**src/rtl/stim_loader_pkg.sv**
```systemverilog
// Shared types for the stimulus preload sequencer: entry layout, FSM states and error codes.
package stim_loader_pkg;

    localparam int unsigned STIM_ADDR_W  = 32;
    localparam int unsigned STIM_DATA_W  = 64;
    localparam int unsigned LOADER_ERR_W = 2;

    typedef struct packed {
        logic [STIM_ADDR_W-1:0] addr;
        logic [STIM_DATA_W-1:0] data;
    } stim_entry_t;

    typedef enum logic [2:0] {
        StIdle,
        StLoad,
        StDrain,
        StBoot,
        StDone,
        StError
    } loader_state_e;

    typedef enum logic [LOADER_ERR_W-1:0] {
        ErrNone       = 2'd0,
        ErrMisaligned = 2'd1,
        ErrBus        = 2'd2,
        ErrTimeout    = 2'd3
    } loader_err_e;

endpackage

```
**src/rtl/stim_loader_ctrl.sv**
```systemverilog
// Preload sequencer: streams {addr, data} entries into L2 over a req/gnt port, waits for all
// write responses, then publishes the boot address and raises fetch enable.
module stim_loader_ctrl
    import stim_loader_pkg::*;
#(
    parameter int unsigned AddrWidth      = 32,
    parameter int unsigned DataWidth      = 64,
    parameter int unsigned MaxOutstanding = 4,
    parameter int unsigned TimeoutCycles  = 1024
) (
    input  logic                   clk_i,
    input  logic                   rst_ni,
    input  logic                   start_i,
    input  logic [AddrWidth-1:0]   entrypoint_i,
    input  logic                   stim_valid_i,
    output logic                   stim_ready_o,
    input  logic [AddrWidth-1:0]   stim_addr_i,
    input  logic [DataWidth-1:0]   stim_data_i,
    input  logic                   stim_last_i,
    output logic                   mem_req_o,
    input  logic                   mem_gnt_i,
    output logic [AddrWidth-1:0]   mem_addr_o,
    output logic                   mem_we_o,
    output logic [DataWidth/8-1:0] mem_be_o,
    output logic [DataWidth-1:0]   mem_wdata_o,
    input  logic                   mem_rvalid_i,
    input  logic                   mem_err_i,
    output logic [AddrWidth-1:0]   boot_addr_o,
    output logic                   fetch_en_o,
    output logic                   busy_o,
    output logic                   done_o,
    output logic                   error_o,
    output logic [1:0]             err_code_o,
    output logic [31:0]            words_o
);

    localparam int unsigned OffW  = $clog2(DataWidth / 8);
    localparam int unsigned OutsW = $clog2(MaxOutstanding + 1);
    localparam int unsigned TmoW  = $clog2(TimeoutCycles + 1);

    loader_state_e        state_q;
    loader_err_e          err_q;
    logic [OutsW-1:0]     outs_q;
    logic [OutsW-1:0]     outs_next;
    logic [TmoW-1:0]      tmo_q;
    logic [AddrWidth-1:0] entry_q;
    logic [AddrWidth-1:0] addr_q;
    logic [DataWidth-1:0] data_q;
    logic [AddrWidth-1:0] boot_q;
    logic [31:0]          words_q;
    logic                 req_q;
    logic                 fetch_q;
    logic                 done_q;
    logic                 error_q;

    logic grant;
    logic resp;
    logic active;
    logic bus_err;
    logic tmo_hit;
    logic load_space;
    logic stim_hs;
    logic misaligned;

    assign grant   = req_q && mem_gnt_i;
    // A response with nothing outstanding (e.g. straggler after reset) is dropped.
    assign resp    = mem_rvalid_i && (outs_q != '0);
    assign active  = (state_q == StLoad) || (state_q == StDrain) || (state_q == StBoot);
    assign bus_err = active && mem_rvalid_i && mem_err_i;
    assign tmo_hit = req_q && !mem_gnt_i && (tmo_q == TmoW'(TimeoutCycles - 1));

    always_comb begin
        outs_next = outs_q;
        if (grant && !resp) begin
            outs_next = outs_q + OutsW'(1);
        end else if (!grant && resp) begin
            outs_next = outs_q - OutsW'(1);
        end
    end

    assign load_space = ({1'b0, outs_q} + {{OutsW{1'b0}}, grant}) < (OutsW + 1)'(MaxOutstanding);
    assign stim_ready_o = (state_q == StLoad) && (!req_q || mem_gnt_i) && load_space && !bus_err;
    assign stim_hs      = stim_valid_i && stim_ready_o;
    assign misaligned   = stim_addr_i[OffW-1:0] != '0;

    always_ff @(posedge clk_i or negedge rst_ni) begin
        if (!rst_ni) begin
            state_q <= StIdle;
            err_q   <= ErrNone;
            outs_q  <= '0;
            tmo_q   <= '0;
            entry_q <= '0;
            addr_q  <= '0;
            data_q  <= '0;
            boot_q  <= '0;
            words_q <= '0;
            req_q   <= 1'b0;
            fetch_q <= 1'b0;
            done_q  <= 1'b0;
            error_q <= 1'b0;
        end else begin
            outs_q <= outs_next;
            if (grant) begin
                words_q <= words_q + 32'd1;
                req_q   <= 1'b0;
            end
            tmo_q <= (req_q && !mem_gnt_i) ? tmo_q + TmoW'(1) : '0;

            unique case (state_q)
                StIdle: begin
                    if (start_i) begin
                        entry_q <= entrypoint_i;
                        words_q <= '0;
                        state_q <= StLoad;
                    end
                end
                StLoad, StDrain, StBoot: begin
                    if (bus_err) begin
                        state_q <= StError;
                        err_q   <= ErrBus;
                        error_q <= 1'b1;
                    end else if (tmo_hit) begin
                        state_q <= StError;
                        err_q   <= ErrTimeout;
                        error_q <= 1'b1;
                        req_q   <= 1'b0;
                    end else if (stim_hs) begin
                        if (misaligned) begin
                            state_q <= StError;
                            err_q   <= ErrMisaligned;
                            error_q <= 1'b1;
                        end else begin
                            addr_q <= stim_addr_i;
                            data_q <= stim_data_i;
                            req_q  <= 1'b1;
                            if (stim_last_i) begin
                                state_q <= StDrain;
                            end
                        end
                    end else if (state_q == StDrain) begin
                        if (!req_q && outs_next == '0) begin
                            boot_q  <= entry_q;
                            state_q <= StBoot;
                        end
                    end else if (state_q == StBoot) begin
                        fetch_q <= 1'b1;
                        done_q  <= 1'b1;
                        state_q <= StDone;
                    end
                end
                StError: begin
                    // A request stuck behind a bus error must not hold the port forever.
                    if (tmo_hit) begin
                        req_q <= 1'b0;
                    end
                end
                StDone: begin
                end
                default: begin
                    state_q <= StError;
                end
            endcase
        end
    end

    assign mem_req_o   = req_q;
    assign mem_addr_o  = addr_q;
    assign mem_wdata_o = data_q;
    assign mem_we_o    = 1'b1;
    assign mem_be_o    = '1;
    assign boot_addr_o = boot_q;
    assign fetch_en_o  = fetch_q;
    assign busy_o      = active;
    assign done_o      = done_q;
    assign error_o     = error_q;
    assign err_code_o  = err_q;
    assign words_o     = words_q;

endmodule

```
**config.mk**
```make
export PLATFORM = sky130hd
export DESIGN_NAME = stim_loader_ctrl
export DESIGN_NICKNAME = d
export VERILOG_FILES = /design/src/rtl/stim_loader_pkg.sv /design/src/rtl/stim_loader_ctrl.sv
export SDC_FILE = /design/constraint.sdc
export NUM_CORES = 1
export LEC_CHECK = 0
export CAP_MARGIN = 20
export CORE_AREA = 10 10 158 160
export CTS_BUF_LIST = sky130_fd_sc_hd__clkbuf_16
export DETAILED_ROUTE_END_ITERATION = 12
export DIE_AREA = 0 0 168 170
export GPL_TIMING_DRIVEN = 0
export PLACE_DENSITY_LB_ADDON = 0.05
export SLEW_MARGIN = 10
export SYNTH_ARGS = -nofsm -noshare
export SYNTH_HDL_FRONTEND = slang
export SYNTH_SLANG_ARGS = --single-unit
```
**constraint.sdc**
```tcl
create_clock -name clk_i -period 2.1 [get_ports clk_i]
set_input_delay 0.525 -clock clk_i [delete_from_list [all_inputs] [get_ports clk_i]]
set_output_delay 0.525 -clock clk_i [all_outputs]
set_load 0.02 [all_outputs]
```
==> impl_metrics.sql <==
INSERT INTO impl_metrics (metric_group, metric, value, unit) VALUES
('global_routing', 'grt_pass1_vias', '7472', ''),
('drt', 'vias', '7039', ''),
('worst_setup_path', 'worst_r2r_startpoint', 'outs_q[0]', ''),
('drt', 'routed_wl', '26570', 'µm'),
('worst_setup_path', 'crit_path_end_kind', 'output port', ''),
('power_and_ir_drop', 'power_frac_seq', '39.6', '%'),
('clock_tree', 'cts_tree', 'built', ''),
('hold_path', 'worst_hold_path_class', 'primary input to flop', ''),
('worst_setup_path', 'startpoint_type', 'flop', ''),
('place', 'place_ws', '-0.7735', 'ns'),
('logic_synthesis', 'dominantRegCellSynth', 'sky130_fd_sc_hd__dfrtp_1', ''),
('final_layout', 'stdcell_count', '1495', ''),
('floorplanning', 'starting_density', '40.67', '%'),
('logic_synthesis', 'yosysWarnings', '0', ''),
('sta', 'grt_setup_unrepaired', 'true', ''),
('logic_synthesis', 'synth.lib_cells_used.distinct', '48', ''),
('power_and_ir_drop', 'power_frac_clock', '31.6', '%'),
('floorplanning', 'core', '21690', 'µm²'),
('sta', 'final.setup_skew', '0.01347', 'ns'),
('final_layout', 'final_nets', '1340', ''),
('job', 'cap_viol_max_count', '0', ''),
('clock_tree', 'tritoncts_buffers', '24', ''),
('floorplanning', 'floorplan.die.height', '170', 'µm'),
('worst_setup_path', 'worst-path-max-fanout', '6', ''),
('floorplanning', 'die_x', '168', 'µm'),
('logic_synthesis', 'mappedNetlistArea', '8821', 'µm²'),
('run_status', 'outcome', 'finished, violations left', ''),
('logic_synthesis', 'avgSynthCellArea', '10.49', 'µm²'),
('worst_setup_path', 'timing.critical_path.from', 'state_q[1]', ''),
('power_and_ir_drop', 'p_comb_share', '28.8', '%'),
('drt', 'post_drt_wl_per_cell', '17.78', 'µm'),
('final_layout', 'insertedDiodeCount', '0', ''),
('global_routing', 'initial_antenna_violation_count', '0', ''),
('sta', 'tightestPinTransition', '0.6069', 'ns'),
('logic_synthesis', 'synth-edff-count', '0', ''),
('clock_tree', 'clock_path_buffers', '3', ''),
('clock_tree', 'worstSkewPairLatency', '0.50', 'ns'),
('clock_tree', 'clock-root-buffer', 'sky130_fd_sc_hd__clkbuf_16', ''),
('worst_setup_path', 'cp_arrival', '1.69', 'ns'),
('global_routing', 'grt.overflow.total', '0', ''),
('global_routing', 'largest_net_degree_at_the_start_of_global_routing', '101', ''),
('hold_path', 'worstHoldStart', 'mem_gnt_i', ''),
('run_status', 'violations_in_the_final_reports', 'setup timing', ''),
('drt', 'detailedRoute.firstIterationViolations', '332', ''),
('worst_setup_path', 'criticalPathCategory', 'flop to output port', ''),
('drt', 'drtPass1Iterations', '4', ''),
('final_layout', 'layout-drive-gt1-share', '15.72', '%'),
('sta', 'min_period', '2.220', 'ns'),
('power_and_ir_drop', 'cellInternalPower', '9.204', 'mW'),
('global_routing', 'grt_pass1_wl', '42210', 'µm'),
('power_and_ir_drop', 'power_switching_share', '30.06', '%'),
('sta', 'period_utilization_post_route', '105.7', '%'),
('sta', 'postLayoutSetupSlackWorst', '-0.1200', 'ns'),
('clock_tree', 'ctsHtreeMaxLevel', '1', ''),
('floorplanning', 'dieArea', '28560', 'µm²'),
('drt', 'avgViaCountPerCell', '4.708', ''),
('sta', 'setup_viol', '9', ''),
('place', 'placed_cells', '1433', ''),
('logic_synthesis', 'seq_total_area_yosys', '60.71', '%'),
('global_routing', 'grt_total_usage', '18.07', '%'),
('place', 'gp_congestion', '0.7807', ''),
('worst_setup_path', 'cp.required', '1.57', 'ns'),
('floorplanning', 'io_pins', '313', ''),
('sta', 'worst_slew_margin', '59.23', '%'),
('place', 'port-buffer-count', '302', ''),
('sta', 'timing_max_transition_violations_final', '0', ''),
('power_and_ir_drop', 'report.power.total', '13.16', 'mW'),
('floorplanning', 'core.rowCount', '54', ''),
('power_and_ir_drop', 'ir_worst_vdd', '0.0008071', 'V'),
('power_and_ir_drop', 'power.density_cell_area', '974.7', 'nW/µm²'),
('sta', 'achievable-frequency', '450.5', 'MHz'),
('clock_tree', 'clock-sinks', '214', ''),
('logic_synthesis', 'ys_async_sr_fraction', '100.0', '%'),
('clock_tree', 'worst_setup_hold_path_clk_slew', '0.06', 'ns'),
('final_layout', 'layout-area-overhead-vs-synth', '53.08', '%'),
('power_and_ir_drop', 'p_sw', '3.957', 'mW'),
('drt', 'drc_errors', '0', ''),
('power_and_ir_drop', 'power_leakage', '6.816', 'nW'),
('drt', 'drt.antenna.violating_nets', '0', ''),
('logic_synthesis', 'register_bit_total_from_synthesis', '214', ''),
('logic_synthesis', 'synth_cells', '841', ''),
('sta', 'finalHoldViolations', '0', ''),
('place', 'hpwlAfterDp', '19660', 'µm'),
('sta', 'final.setup.tns', '-0.5240', 'ns');
-- worst max-delay path, stage by stage, from the launching register on --
cell and delay [ns]:
sky130_fd_sc_hd__dfrtp_2 0.45, sky130_fd_sc_hd__a211o_4 0.31, sky130_fd_sc_hd__a2111oi_4 0.22, sky130_fd_sc_hd__buf_4 0.21
-- registers in the layout (all words and copies together) (netlist names) --
name	count
err_code_o	2
words_o	32
entry_q	32
outs_q	3
mem_addr_o	32
done_o	1
tmo_q	11
boot_addr_o	32
mem_wdata_o	64
state_q	3
mem_req_o	1
error_o	1
-- final cells by class --
| type | instances | area [µm²] |
|---|---|---|
| Tap cell | 280 | 350.3 |
| Multi-Input combinational cell | 576 | 3368 |
| Timing Repair Buffer | 329 | 3306 |
| Clock buffer | 25 | 625.6 |
| Inverter | 11 | 41.29 |
| Fill cell | 1818 | 8185 |
| Buffer | 43 | 296.5 |
| Clock inverter | 17 | 156.4 |
| Sequential cell | 214 | 5359 |
-- path summary, 6_finish.rpt --
kind / to / slack, ns / cells past startpoint
setup / recovery: stim_ready_o / -0.12 / 3
hold / removal: words_o[1] / 0.39 / 3
setup reg to reg: state_q[0] / -0.07 / 10
hold reg to reg: mem_addr_o[7] / 0.47 / 2
max in group asynchronous: mem_addr_o[4] / 0.71 / 3
min in group asynchronous: words_o[21] / 0.55 / 2
-- power by group through the flow --
stage               Sequential, mW  Combinational, mW  Clock [mW]
floorplan                     5.96              0.847           0
global placement              5.27               3.45           0
detailed placement            5.27               3.48           0
CTS                           5.21               3.69        4.27
global route                  5.32               4.11        4.43
finish                        5.22               3.79        4.16
-- cells in the final DEF, fill, tap and decap left out, drive strengths merged, types with 10 or more instances in the layout --
master and instances:
nand2 301, clkdlybuf4s50 262, dfrtp 214, mux2 66
buf 53, nor2 49, clkbuf 44, xor2 25
dlygate4sd2 22, nand3 19, nand4 16, dlymetal6s2s 15
inv 14, xnor2 11, a21oi 11, clkinv 10
-- per-stage QoR --
stage,hold slack [ns],util [%],cell area (µm²)
4_1_cts,0.3790,61.51,13340
3_3_place_gp,0.4553,56.39,12230
6_report,0.3931,62.26,13500
3_5_place_dp,0.4571,56.67,12290
5_1_grt,0.4076,62.26,13500
2_1_floorplan,0.2294,-,8857
-- per-layer routing --
layer  track usage (%)  routed length [µm]  part of all wire (%)
met2             29.75               12650                    48
met3             8.823                3011                    11
met1             21.23               10560                    40
met4             3.142                 351                   1.3
met5                 0                   0                     0
-- cell usage after synthesis, types with 6 or more instances --
cell                       count  share of area, %
sky130_fd_sc_hd__and2_1        6              0.43
sky130_fd_sc_hd__nand2_1     301                13
sky130_fd_sc_hd__a21oi_1      11              0.62
sky130_fd_sc_hd__o21ai_0       8              0.45
sky130_fd_sc_hd__or3_1         6              0.43
sky130_fd_sc_hd__inv_1        11              0.47
sky130_fd_sc_hd__xor2_1       25               2.5
sky130_fd_sc_hd__dfrtp_1     214                61
sky130_fd_sc_hd__nand3_1      18               1.0
sky130_fd_sc_hd__nand4_1      14              0.99
sky130_fd_sc_hd__xnor2_1      11               1.1
sky130_fd_sc_hd__mux2_2       65               8.3
sky130_fd_sc_hd__clkbuf_1     19              0.81
sky130_fd_sc_hd__buf_4        11              0.94
sky130_fd_sc_hd__buf_2        18               1.0
sky130_fd_sc_hd__nor2_1       49               2.1
-- cell families after synthesis --
family	count (synthesis)	synth area share, %
muxes	66	8.426
adders and majority gates	5	0.7092
buffers and inverters	59	3.234
xor gates and xnor gates	36	3.574
and+or+nand+nor	427	20.87
AOI/OAI and AO/OA	33	2.440
other	1	0.04251
DFF	214	60.71
-- timing repair --
item                                    4_1_cts  5_1_grt
gates resized for setup                      73       64
gates cloned                                  2        0
endpoints found under the setup margin      211      152
hold buffers                                  1        0
pin swaps                                     9        9
buffers inserted                             15        9
endpoints found under the hold margin        51        0
Power figures use the tool's default switching activity.
